**config.mk**
```make
export PLATFORM = sky130hd
export DESIGN_NAME = cfg_bus_sched
export DESIGN_NICKNAME = d
export VERILOG_FILES = /design/src/rtl/cfg_bus_sched.sv
export SDC_FILE = /design/constraint.sdc
export NUM_CORES = 1
export LEC_CHECK = 0
export BUFFER_PORTS_ARGS = -buffer_cell sky130_fd_sc_hd__buf_4
export CORE_ASPECT_RATIO = 0.75
export CORE_MARGIN = 2
export CORE_UTILIZATION = 43
export DETAILED_ROUTE_END_ITERATION = 6
export PLACE_DENSITY_LB_ADDON = 0.15
export SLEW_MARGIN = 20
export SYNTH_ARGS = -nofsm -noshare
export SYNTH_HDL_FRONTEND = slang
export SYNTH_SLANG_ARGS = --single-unit
```
**constraint.sdc**
```tcl
create_clock -name clk -period 2.05 [get_ports clk]
set_input_delay 0.41 -clock clk [delete_from_list [all_inputs] [get_ports clk]]
set_output_delay 0.41 -clock clk [all_outputs]
set_load 0.01 [all_outputs]
```
**src/rtl/cfg_bus_sched.sv**
```systemverilog
`timescale 1ns/1ps
// cfg_bus_sched: scheduler and master for the shared configuration bus that
// feeds the clock divider, UART and VGA blocks. It arbitrates round-robin
// between the command manager (requester 0) and the local preset/debug path
// (requester 1). It issues one bus transaction at a time and waits for every
// target to report ready. A timeout bounds each transaction, and the owning
// requester gets a done or error pulse at the end.
//
// Ports:
//   clk, rst                  single clock, asynchronous active-high reset
//   rq0_valid/addr/data       requester 0 transaction request
//   rq0_ready                 requester 0 accepted this cycle (combinational)
//   rq1_valid/addr/data       requester 1 transaction request
//   rq1_ready                 requester 1 accepted this cycle (combinational)
//   rsp_done[1:0]             one-cycle completion pulse, bit = requester
//   rsp_err[1:0]              one-cycle timeout pulse, bit = requester
//   c_valid/c_addr/c_data     configuration bus master outputs
//   c_ready[N_TGT-1:0]        per-target ready
//   busy                      scheduler is not idle
//   err_cnt[7:0]              saturating timeout count since reset
module cfg_bus_sched #(
  parameter int ADDR_W  = 4,
  parameter int DATA_W  = 14,
  parameter int N_TGT   = 3,
  parameter int TIMEOUT = 255
) (
  input  logic              clk,
  input  logic              rst,
  input  logic              rq0_valid,
  input  logic [ADDR_W-1:0] rq0_addr,
  input  logic [DATA_W-1:0] rq0_data,
  output logic              rq0_ready,
  input  logic              rq1_valid,
  input  logic [ADDR_W-1:0] rq1_addr,
  input  logic [DATA_W-1:0] rq1_data,
  output logic              rq1_ready,
  output logic [1:0]        rsp_done,
  output logic [1:0]        rsp_err,
  output logic              c_valid,
  output logic [ADDR_W-1:0] c_addr,
  output logic [DATA_W-1:0] c_data,
  input  logic [N_TGT-1:0]  c_ready,
  output logic              busy,
  output logic [7:0]        err_cnt
);

  // Counter runs 0..TIMEOUT-1, so clog2(TIMEOUT) bits are enough.
  localparam int CNT_W = $clog2(TIMEOUT);
  localparam logic [CNT_W-1:0] CNT_LAST = CNT_W'(TIMEOUT - 1);

  typedef enum logic [1:0] {
    ST_IDLE  = 2'd0,
    ST_ISSUE = 2'd1,
    ST_GAP   = 2'd2
  } state_t;

  state_t             state_r,   state_s;
  logic               c_valid_r, c_valid_s;
  logic [ADDR_W-1:0]  c_addr_r,  c_addr_s;
  logic [DATA_W-1:0]  c_data_r,  c_data_s;
  logic               owner_r,   owner_s;
  logic               last_r,    last_s;    // requester served most recently
  logic [CNT_W-1:0]   cnt_r,     cnt_s;
  logic [1:0]         done_r,    done_s;
  logic [1:0]         err_r,     err_s;
  logic [7:0]         err_cnt_r, err_cnt_s;
  logic [1:0]         gnt_s;
  logic               all_ready_s;
  logic               timeout_s;

  assign all_ready_s = &c_ready;
  assign timeout_s   = (cnt_r == CNT_LAST) && !all_ready_s;

  // Round-robin grant, offered only while idle.
  always_comb begin
    gnt_s = 2'b00;
    if (state_r == ST_IDLE) begin
      if (rq0_valid && rq1_valid) begin
        // On contention, serve the requester that was not served last.
        gnt_s = last_r ? 2'b01 : 2'b10;
      end else if (rq0_valid) begin
        gnt_s = 2'b01;
      end else if (rq1_valid) begin
        gnt_s = 2'b10;
      end else begin
        gnt_s = 2'b00;
      end
    end else begin
      gnt_s = 2'b00;
    end
  end

  assign rq0_ready = gnt_s[0];
  assign rq1_ready = gnt_s[1];

  // Next-state and next-output logic of the transaction FSM.
  always_comb begin
    state_s   = state_r;
    c_valid_s = c_valid_r;
    c_addr_s  = c_addr_r;
    c_data_s  = c_data_r;
    owner_s   = owner_r;
    last_s    = last_r;
    cnt_s     = cnt_r;
    done_s    = 2'b00;
    err_s     = 2'b00;
    err_cnt_s = err_cnt_r;
    case (state_r)
      ST_IDLE: begin
        if (gnt_s != 2'b00) begin
          c_valid_s = 1'b1;
          c_addr_s  = gnt_s[1] ? rq1_addr : rq0_addr;
          c_data_s  = gnt_s[1] ? rq1_data : rq0_data;
          owner_s   = gnt_s[1];
          last_s    = gnt_s[1];
          cnt_s     = {CNT_W{1'b0}};
          state_s   = ST_ISSUE;
        end else begin
          state_s   = ST_IDLE;
        end
      end
      ST_ISSUE: begin
        // c_ready is only looked at here, where c_valid is high; completion
        // is checked first so it beats a simultaneous timeout.
        if (all_ready_s) begin
          c_valid_s = 1'b0;
          done_s    = owner_r ? 2'b10 : 2'b01;
          state_s   = ST_GAP;
        end else if (timeout_s) begin
          c_valid_s = 1'b0;
          err_s     = owner_r ? 2'b10 : 2'b01;
          err_cnt_s = (err_cnt_r == 8'hFF) ? err_cnt_r : (err_cnt_r + 8'd1);
          state_s   = ST_GAP;
        end else begin
          cnt_s     = cnt_r + CNT_W'(1);
        end
      end
      ST_GAP: begin
        state_s = ST_IDLE;
      end
      default: begin
        c_valid_s = 1'b0;
        state_s   = ST_IDLE;
      end
    endcase
  end

  // State and output registers; reset drops c_valid immediately.
  always_ff @(posedge clk or posedge rst) begin
    if (rst) begin
      state_r   <= ST_IDLE;
      c_valid_r <= 1'b0;
      c_addr_r  <= {ADDR_W{1'b0}};
      c_data_r  <= {DATA_W{1'b0}};
      owner_r   <= 1'b0;
      last_r    <= 1'b1;          // pretend requester 1 went last so 0 wins first
      cnt_r     <= {CNT_W{1'b0}};
      done_r    <= 2'b00;
      err_r     <= 2'b00;
      err_cnt_r <= 8'd0;
    end else begin
      state_r   <= state_s;
      c_valid_r <= c_valid_s;
      c_addr_r  <= c_addr_s;
      c_data_r  <= c_data_s;
      owner_r   <= owner_s;
      last_r    <= last_s;
      cnt_r     <= cnt_s;
      done_r    <= done_s;
      err_r     <= err_s;
      err_cnt_r <= err_cnt_s;
    end
  end

  assign c_valid  = c_valid_r;
  assign c_addr   = c_addr_r;
  assign c_data   = c_data_r;
  assign rsp_done = done_r;
  assign rsp_err  = err_r;
  assign err_cnt  = err_cnt_r;
  assign busy     = (state_r != ST_IDLE);

endmodule

```
==> results.json, run 1 <==
{
  "cts-root-buf": "clkbuf_8",
  "cp.arrival_ns": 2.14,
  "synth-seq-cells": 43,
  "yosysWarnings": 0,
  "power_switching_share_pct": 34.6,
  "path_cells": "inv_1 > ha_1 > nand3_1 > or4b_4 > nor2_1 > mux2_2",
  "fin_area_um2": 2710,
  "diodes": 0,
  "synth_edf_count": 0,
  "power.internal_mw": 2.13,
  "fin_skew_ns": 0.00963,
  "fin_crit_sh_pct": 95.6,
  "cp-start-kind": "flop",
  "cts_tree": "done",
  "power-per-cell-area_nw_per_um2": 1200,
  "worstPathRequired_ns": 2.23,
  "maxSlewViolCount": 0,
  "cts.path.max_buffers": 2,
  "first_pass_iters": 4,
  "postCtsHoldBufs": 0,
  "yosysSeqAreaShare_pct": 56.2,
  "slowest_stage": "or4b_4",
  "worst_slew_pin_slew_ns": 0.633,
  "synth_ff_type": "dfrtp_1",
  "crit_fanout": 9,
  "core_area_um2": 4150,
  "rsz0062_at_grt": "false",
  "netlist.area_leader.share_pct": 54.9,
  "critical_path_depth": 6,
  "fin_crit_ns": 1.96,
  "r2r_cells": 6,
  "power_switching_mw": 1.13,
  "ant_nets": 0,
  "htree_levels": 2,
  "postPlaceCellArea_um2": 2590,
  "worst_slack_ns": 0.0901,
  "cts-resized-gates": 0,
  "syn-instance-count": 190,
  "ioPinCount": 77,
  "vias": 1646,
  "grt_max_degree": 44,
  "setup_tns_ns": 0,
  "crit_type": "reg2reg",
  "finalHoldViolCount": 0,
  "synth_area_leaders": "dfrtp_1 (55%), nand2_1 (8.4%), a22oi_1 (7.1%)",
  "final_layout_size_suffix_gt1_share_pct": 36.4,
  "rows": 20,
  "syn-cell-area_um2": 1920,
  "pwr-share-seq_pct": 40.3,
  "setup_viol": 0,
  "vdd_drop_max_uv": 674,
  "total_power_mw": 3.25,
  "maxCapViolations": 0,
  "start_util_pct": 46.1,
  "routed_wl_um": 4390,
  "synthArstFlopShare_pct": 100,
  "vias_per_cell": 4.99,
  "clk_pin_slew_ns": 0.08,
  "cts_num_sinks": 43,
  "place_congestion": 0.820,
  "post_cts_buffers": 0,
  "insertion_delay_ns": 0.29,
  "yosysUniqueCellTypes": 33,
  "cp-end-kind": "flop",
  "antenna_found_initial": 0,
  "syn_nets": 236,
  "hpwlAfterDp_um": 3340,
  "fmax_mhz": 510,
  "p_clk_share_pct": 20.5,
  "cts_buffers": 5,
  "nNetsFinal": 320,
  "io_buffer_count": 76,
  "overflow": 0,
  "die_h_um": 61.8,
  "syn_area_per_cell_um2": 10.1,
  "p_leak_nw": 1.37,
  "dieArea_um2": 5010,
  "post_drt_wl_per_cell_um": 13.3,
  "drc": 0,
  "slew_headroom_pct": 57.8,
  "dp_slack_ns": 0.0985,
  "status": "completed",
  "hold_path.class": "in2async",
  "grt_pass1_vias": 1460,
  "critPathMaxStageDelay_ns": 0.57,
  "path_buf_inv": 1,
  "syn_to_final_growth_pct": 41.3,
  "yosysTopAreaCell": "dfrtp_1",
  "path_delay_family": "simple AND/OR/NAND/NOR gates",
  "drt-initial-drc-count": 109,
  "p_comb_share_pct": 39.2,
  "grt_pass1_wl_um": 6830,
  "grt_usage_pct": 17.9,
  "die_w_um": 81.1
}
[final timing paths]
path / start / end / slack [ns]
min in group clk: rq1_data[11] / c_data[11] / 0.34
setup reg to reg: cnt_r[0] / err_cnt[1] / 0.09
hold / removal: rst / err_cnt[6] / 0.24
hold reg to reg: c_data[6] / c_data[6] / 0.48
max in group asynchronous: rst / last_r / 1.43
setup / recovery: cnt_r[0] / err_cnt[1] / 0.09
[worst reg2reg max path, stage by stage (launching register included)]
cell	delay [ns]
dfrtp_1	0.42
inv_1	0.07
ha_1	0.13
nand3_1	0.09
or4b_4	0.57
nor2_1	0.21
mux2_2	0.35
[registers in the layout, summed over array words and instances (netlist names)]
register	count
c_data	14
state_r	2
cnt_r	8
owner_r	1
rsp_err	2
c_valid	1
err_cnt	8
last_r	1
c_addr	4
rsp_done	2
[power by group through the flow]
stage          sequential, mW  combinational [mW]  clock (mW)
2_1_floorplan            1.39               0.579           0
3_5_place_dp             1.32                1.30           0
3_3_place_gp             1.31                1.27           0
5_1_grt                  1.35                1.42       0.733
6_report                 1.31                1.28       0.666
4_1_cts                  1.31                1.29       0.690
[Yosys cell counts, types with 2 or more instances]
cell      number
or4_1          2
nand2_1       43
dfrtp_1       42
nor3_1         9
nand4_1        2
nor2_1         8
inv_1          8
ha_1           3
mux2i_1        3
xor2_1         6
nand2b_1       2
clkbuf_1       7
nand3_1       14
o31ai_1        2
a22oi_1       18
o211ai_1       2
o21ai_0        2
a21o_1         2
[metal layers]
layer / vias up / GRT usage [%] / share of wire (%) / routed length (um)
met4: 0 / 5.08 / 0.34 / 15
met3: 2 / 4.77 / 6.3 / 276
li1: 832 / - / - / -
met2: 49 / 27.7 / 44 / 1950
met5: - / 0 / 0 / 0
met1: 763 / 25.3 / 49 / 2150
[cells in the final DEF (no fill, tap or decap), types with 2 or more instances in the layout]
cell type  count
nand2b_1       2
a22oi_1       18
nand2_1       43
a21o_1         2
or4_1          2
nand3_1       14
o21ai_0        2
ha_1           3
mux2i_1        3
clkbuf_8       6
buf_4         85
o211ai_1       2
inv_1          7
nor2_1         8
nor3_1         9
dfrtp_1       42
xor2_1         6
o31ai_1        2
nand4_1        2
[area by class of cell]
cell class	count	area, um2
Fill cell	346	1450
Clock buffer	6	82.6
Timing Repair Buffer	85	638
Sequential cell	43	1080
Inverter	8	30.0
Clock inverter	2	35.0
Tap cell	55	68.8
Multi-Input combinational cell	131	774
[kinds of logic after synthesis]
| kind of cell | count (synthesis) | synth area share, % |
|---|---|---|
| AO/OA/AOI/OAI | 31 | 11.6 |
| flip-flops | 43 | 56.2 |
| XOR/XNOR | 6 | 2.74 |
| adder cells (fa/ha/maj) | 3 | 1.96 |
| buffers and inverters | 16 | 3.53 |
| AND/OR/NAND/NOR | 87 | 21.7 |
| multiplexers | 4 | 2.16 |
[through the flow]
step / hold WS (ns) / utilization (%) / std cells
after floorplan: 0.446 / - / 190
after global placement: 0.459 / 62.3 / 322
after detailed placement: 0.464 / 62.3 / 322
after CTS: 0.255 / 65.2 / 330
after global routing: 0.283 / 65.2 / 330
final: 0.242 / 65.2 / 330
Note: power is estimated with default switching activity, not from simulation.
==> run 2, diff against run 1 <==
--- a/config.mk
+++ b/config.mk
@@ -6,11 +6,12 @@
 export NUM_CORES = 1
 export LEC_CHECK = 0
 export BUFFER_PORTS_ARGS = -buffer_cell sky130_fd_sc_hd__buf_4
-export CORE_ASPECT_RATIO = 0.75
+export CORE_ASPECT_RATIO = 0.6
 export CORE_MARGIN = 2
 export CORE_UTILIZATION = 43
 export DETAILED_ROUTE_END_ITERATION = 6
 export PLACE_DENSITY_LB_ADDON = 0.15
+export RECOVER_POWER = 25
 export SLEW_MARGIN = 20
 export SYNTH_ARGS = -nofsm -noshare
 export SYNTH_HDL_FRONTEND = slang
==> results.json, run 2 (synthesis gave the netlist of run 1 again) <==
{
  "status": "completed",
  "crit_type": "reg2reg",
  "diodes": 0,
  "setup_tns_ns": 0,
  "antenna_found_initial": 0,
  "syn_to_final_growth_pct": 40.4,
  "dr_wl_met2_um": 1790,
  "maxSlewViolCount": 0,
  "drc": 0,
  "rows": 18,
  "top_layer_used": "met4",
  "crit_fanout": 9,
  "r2r_cells": 6,
  "cts_num_sinks": 43,
  "cts.path.max_buffers": 2,
  "grt_pass1_wl_um": 7380,
  "first_pass_iters": 4,
  "cts_tree": "done",
  "vias_per_cell": 4.95,
  "hpwlAfterDp_um": 3410,
  "rr_startpoint": "cnt_r[0]",
  "startpoint": "cnt_r[0]",
  "final_common_cell": "buf_4",
  "place_inst": 329,
  "layout_common_cells": "buf_4 (84), nand2_1 (43), dfrtp_1 (42)",
  "whs_ns": 0.0892,
  "worstPathRequired_ns": 2.23,
  "power-per-cell-area_nw_per_um2": 1150,
  "timing.rr.end": "err_cnt[1]",
  "wl_met3_um": 307,
  "cts_buffers": 5,
  "final_layout_size_suffix_gt1_share_pct": 36.8,
  "post_drt_wl_per_cell_um": 13.1,
  "p_leak_nw": 1.36,
  "core_area_um2": 4190,
  "worst_slew_pin_slew_ns": 0.923,
  "rsz0062_at_grt": "false",
  "maxCapViolations": 0,
  "overflow": 0,
  "cts-root-buf": "clkbuf_8",
  "die_h_um": 55.7,
  "met1_length_um": 2300,
  "start_util_pct": 45.7,
  "grt_max_degree": 20,
  "ioPinCount": 77,
  "fin_cells": 337,
  "post_cts_buffers": 0,
  "io_buffer_count": 76,
  "die_w_um": 90.2,
  "drt-initial-drc-count": 64,
  "r2r_setup_slack_ns": 0.12,
  "largest_reg_flops": 14,
  "clk_pin_slew_ns": 0.08,
  "routed_wl_um": 4420,
  "vdd_drop_max_uv": 604,
  "fmax_mhz": 517,
  "cp.arrival_ns": 2.11,
  "setup_viol": 0,
  "hold_path.class": "in2async",
  "ant_nets": 0,
  "finalHoldViolCount": 0,
  "place_congestion": 0.821,
  "nNetsFinal": 322,
  "fin_crit_sh_pct": 94.3,
  "dieArea_um2": 5020,
  "insertion_delay_ns": 0.29,
  "grt_pass1_vias": 1540,
  "cp-end-kind": "flop",
  "fin_crit_ns": 1.93,
  "vias": 1667,
  "slew_headroom_pct": 38.5,
  "endpoint": "err_cnt[1]",
  "htree_levels": 2,
  "cp-start-kind": "flop",
  "grt_usage_pct": 18.6,
  "fin_skew_ns": 0.00564
}
run 2: critical path, cell delays in order, from the launching register on:
cell and delay [ns]:
dfrtp_1 0.43, inv_1 0.07, ha_1 0.13, nand3_1 0.10, or4b_4 0.57, nor2_2 0.18, mux2_2 0.34
run 2: worst min-delay path by stage:
stage	startpoint	endpoint	slack [ns]	depth (start not counted)
5_1_grt	rst	c_addr[3]	0.11	2
3_5_place_dp	rst	rsp_err[0]	0.42	2
3_3_place_gp	rst	rsp_done[1]	0.42	2
2_1_floorplan	owner_r	rsp_err[0]	0.45	1
4_1_cts	rst	c_addr[3]	0.10	2
6_report	rst	c_data[4]	0.09	2
run 2: layout make-up:
cell class                      instances  area (um2)
Clock inverter                          3        15.0
Fill cell                             348        1500
Tap cell                               60        75.1
Inverter                                8        30.0
Sequential cell                        43        1080
Clock buffer                            5        68.8
Timing Repair Buffer                   87         646
Multi-Input combinational cell        131         778
run 2: per-layer routing:
metal	GRT usage [%]	up-vias
met2	24.4	51
met5	0	-
met4	5.27	0
met3	7.18	2
met1	28.1	778
li1	-	836
run 2: metrics by stage:
step                power (mW)  worst slack [ns]  instance area (um2)  util (%)
floorplan                 1.97             0.138                 1920         -
global placement          2.59             0.142                 2610      62.3
detailed placement        2.61            0.0958                 2610      62.3
CTS                       3.13            0.0389                 2690      64.3
global route              3.33            0.0305                 2690      64.2
finish                    3.09             0.117                 2690      64.2
run 2: what timing repair did:
item,in CTS,in global routing
resized for setup,0,2
endpoints found under the setup margin,0,2
hold buffers,0,0
hold endpoints to repair,0,0
run 2: where the power goes:
group	switching [mW]	leakage [nW]	total (mW)	internal, mW
registers	0.175	0.529	1.30	1.12
clock network	0.277	0.0477	0.510	0.233
logic	0.669	0.783	1.28	0.613
total	1.12	1.36	3.09	1.97
==> run 3, diff against run 2 <==
==> constraint.sdc (replaced) <==
create_clock -name clk -period 1.7 [get_ports clk]
set_input_delay 0.34 -clock clk [delete_from_list [all_inputs] [get_ports clk]]
set_output_delay 0.34 -clock clk [all_outputs]
set_load 0.01 [all_outputs]
==> results.json, run 3 (synthesis gave the netlist of run 1 again) <==
{
  "r2r_cells": 6,
  "p_leak_nw": 1.51,
  "dieArea_um2": 5020,
  "vias": 1791,
  "multi_input_area_um2": 868,
  "min_from": "rq1_addr[1]",
  "seq_area_um2": 1080,
  "first_pass_iters": 4,
  "cp-end-kind": "flop",
  "grt_usage_pct": 20.0,
  "rr_startpoint": "cnt_r[0]",
  "htree_levels": 2,
  "r2r_setup_slack_ns": -0.11,
  "fin_cells": 360,
  "post_drt_wl_per_cell_um": 14.1,
  "vias_per_cell": 4.98,
  "core_area_um2": 4190,
  "critPathMaxStageDelay_ns": 0.56,
  "wl_met3_um": 332,
  "cp.arrival_ns": 1.99,
  "dp_slack_ns": -0.120,
  "vdd_drop_max_uv": 783,
  "setup_tns_ns": -0.288,
  "die_h_um": 55.7,
  "timing.rr.end": "err_cnt[1]",
  "ioPinCount": 77,
  "final_layout_size_suffix_gt1_share_pct": 47.0,
  "grt_pass1_wl_um": 8020,
  "crit_fanout": 7,
  "cts-root-buf": "clkbuf_8",
  "fin_skew_ns": 0.00922,
  "layout_common_cells": "buf_4 (100), nand2_1 (42), dfrtp_1 (41)",
  "ant_nets": 0,
  "start_util_pct": 45.7,
  "path_cells": "inv_2 > ha_4 > nand3_2 > or4b_4 > nor2_4 > mux2_4",
  "diodes": 0,
  "hold_path.class": "in2reg",
  "nNetsFinal": 345,
  "crit_type": "reg2reg",
  "whs_ns": 0.251,
  "worst_slew_pin_slew_ns": 1.03,
  "place_congestion": 0.829,
  "largest_reg_flops": 14,
  "slowest_stage": "or4b_4",
  "drt-initial-drc-count": 98,
  "fin_crit_sh_pct": 106,
  "io_buffer_count": 76,
  "antenna_found_initial": 0,
  "worstPathRequired_ns": 1.88,
  "dr_wl_met2_um": 2200,
  "fin_area_um2": 3020,
  "maxCapViolations": 0,
  "cts_tree": "done",
  "slew_headroom_pct": 31.1,
  "postPlaceCellArea_um2": 2720,
  "final_common_cell": "buf_4",
  "fmax_mhz": 554,
  "status": "finished with violations",
  "power-per-cell-area_nw_per_um2": 1450,
  "overflow": 0,
  "cts_num_sinks": 43,
  "fillers": 323,
  "routed_wl_um": 5060,
  "whs_endpoint": "c_addr[1]",
  "grt_pass1_vias": 1645,
  "maxSlewViolCount": 0,
  "min_path_cells": 3,
  "met1_length_um": 2500,
  "insertion_delay_ns": 0.30,
  "grt_max_degree": 44,
  "finalHoldViolCount": 0,
  "drc": 0,
  "place_inst": 341,
  "die_w_um": 90.2,
  "syn_to_final_growth_pct": 57.5,
  "top_layer_used": "met4",
  "worst_slack_ns": -0.106,
  "rsz0062_at_grt": "true",
  "setup_viol": 5,
  "rows": 18,
  "clk_pin_slew_ns": 0.08,
  "failed_checks": "setup timing",
  "cts_buffers": 5,
  "cp-start-kind": "flop",
  "hpwlAfterDp_um": 3520,
  "cts.path.max_buffers": 2,
  "fin_crit_ns": 1.81,
  "postCtsHoldBufs": 0
}
-- run 3: cell count changes in the layout (fill, tap and decap cells not counted), moves of 3 or more --
| cell | before | now |
|---|---|---|
| buf_4 | 84 | 100 |
| buf_6 | 0 | 7 |
| nand3_1 | 14 | 11 |
| nand3_2 | 0 | 3 |
| nor2_1 | 7 | 4 |
-- run 3: worst max-delay path by stage --
stage	startpoint	endpoint	slack [ns]	depth (start not counted)
finish	cnt_r[0]	err_cnt[1]	-0.11	6
global route	cnt_r[0]	err_cnt[1]	-0.17	6
CTS	cnt_r[0]	err_cnt[1]	-0.14	6
detailed placement	cnt_r[0]	err_cnt[1]	-0.12	6
global placement	cnt_r[0]	err_cnt[1]	-0.07	6
floorplan	cnt_r[0]	err_cnt[1]	-0.13	7
-- run 3: cell type report --
cell class                 count  area share [%]
clock buffer                   6            2.74
clock inverter                 2            1.16
multi-input combinational    131            28.8
tap                           60            2.49
inverter                       8           0.995
sequential                    43            35.8
timing repair buffer         110            28.1
-- run 3: critical path, delay by kind of cell (launching register included) --
kind,cells,cell delay (ns)
buf+inv,1,0.08
fa+ha+maj,1,0.12
simple gates,3,0.77
flops,1,0.41
mux,1,0.31
-- run 3: layer usage --
metal	global-route usage [%]	vias up
li1	-	877
met1	30.1	846
met2	28.7	66
met3	6.23	2
met4	3.30	0
met5	0	-
-- run 3: power by group --
group / total, mW / internal (mW) / switching, mW
clock: 0.827 / 0.475 / 0.351
combinational: 1.98 / 1.00 / 0.975
sequential: 1.57 / 1.36 / 0.212
total: 4.37 / 2.83 / 1.54
-- run 3: repair_timing --
action / 4_1_cts / 5_1_grt
hold endpoints to repair: 0 / 0
resized for setup: 11 / 19
setup buffers: 3 / 8
pin swaps: 6 / 11
endpoints found under the setup margin: 12 / 17
gates cloned: 0 / 1
-- run 3: metrics by stage --
stage          util, %  total power, mW
6_report          72.0             4.37
5_1_grt           72.0             4.68
3_5_place_dp      64.9             3.25
2_1_floorplan        -             2.37
4_1_cts           69.2             4.17
3_3_place_gp      64.9             3.21
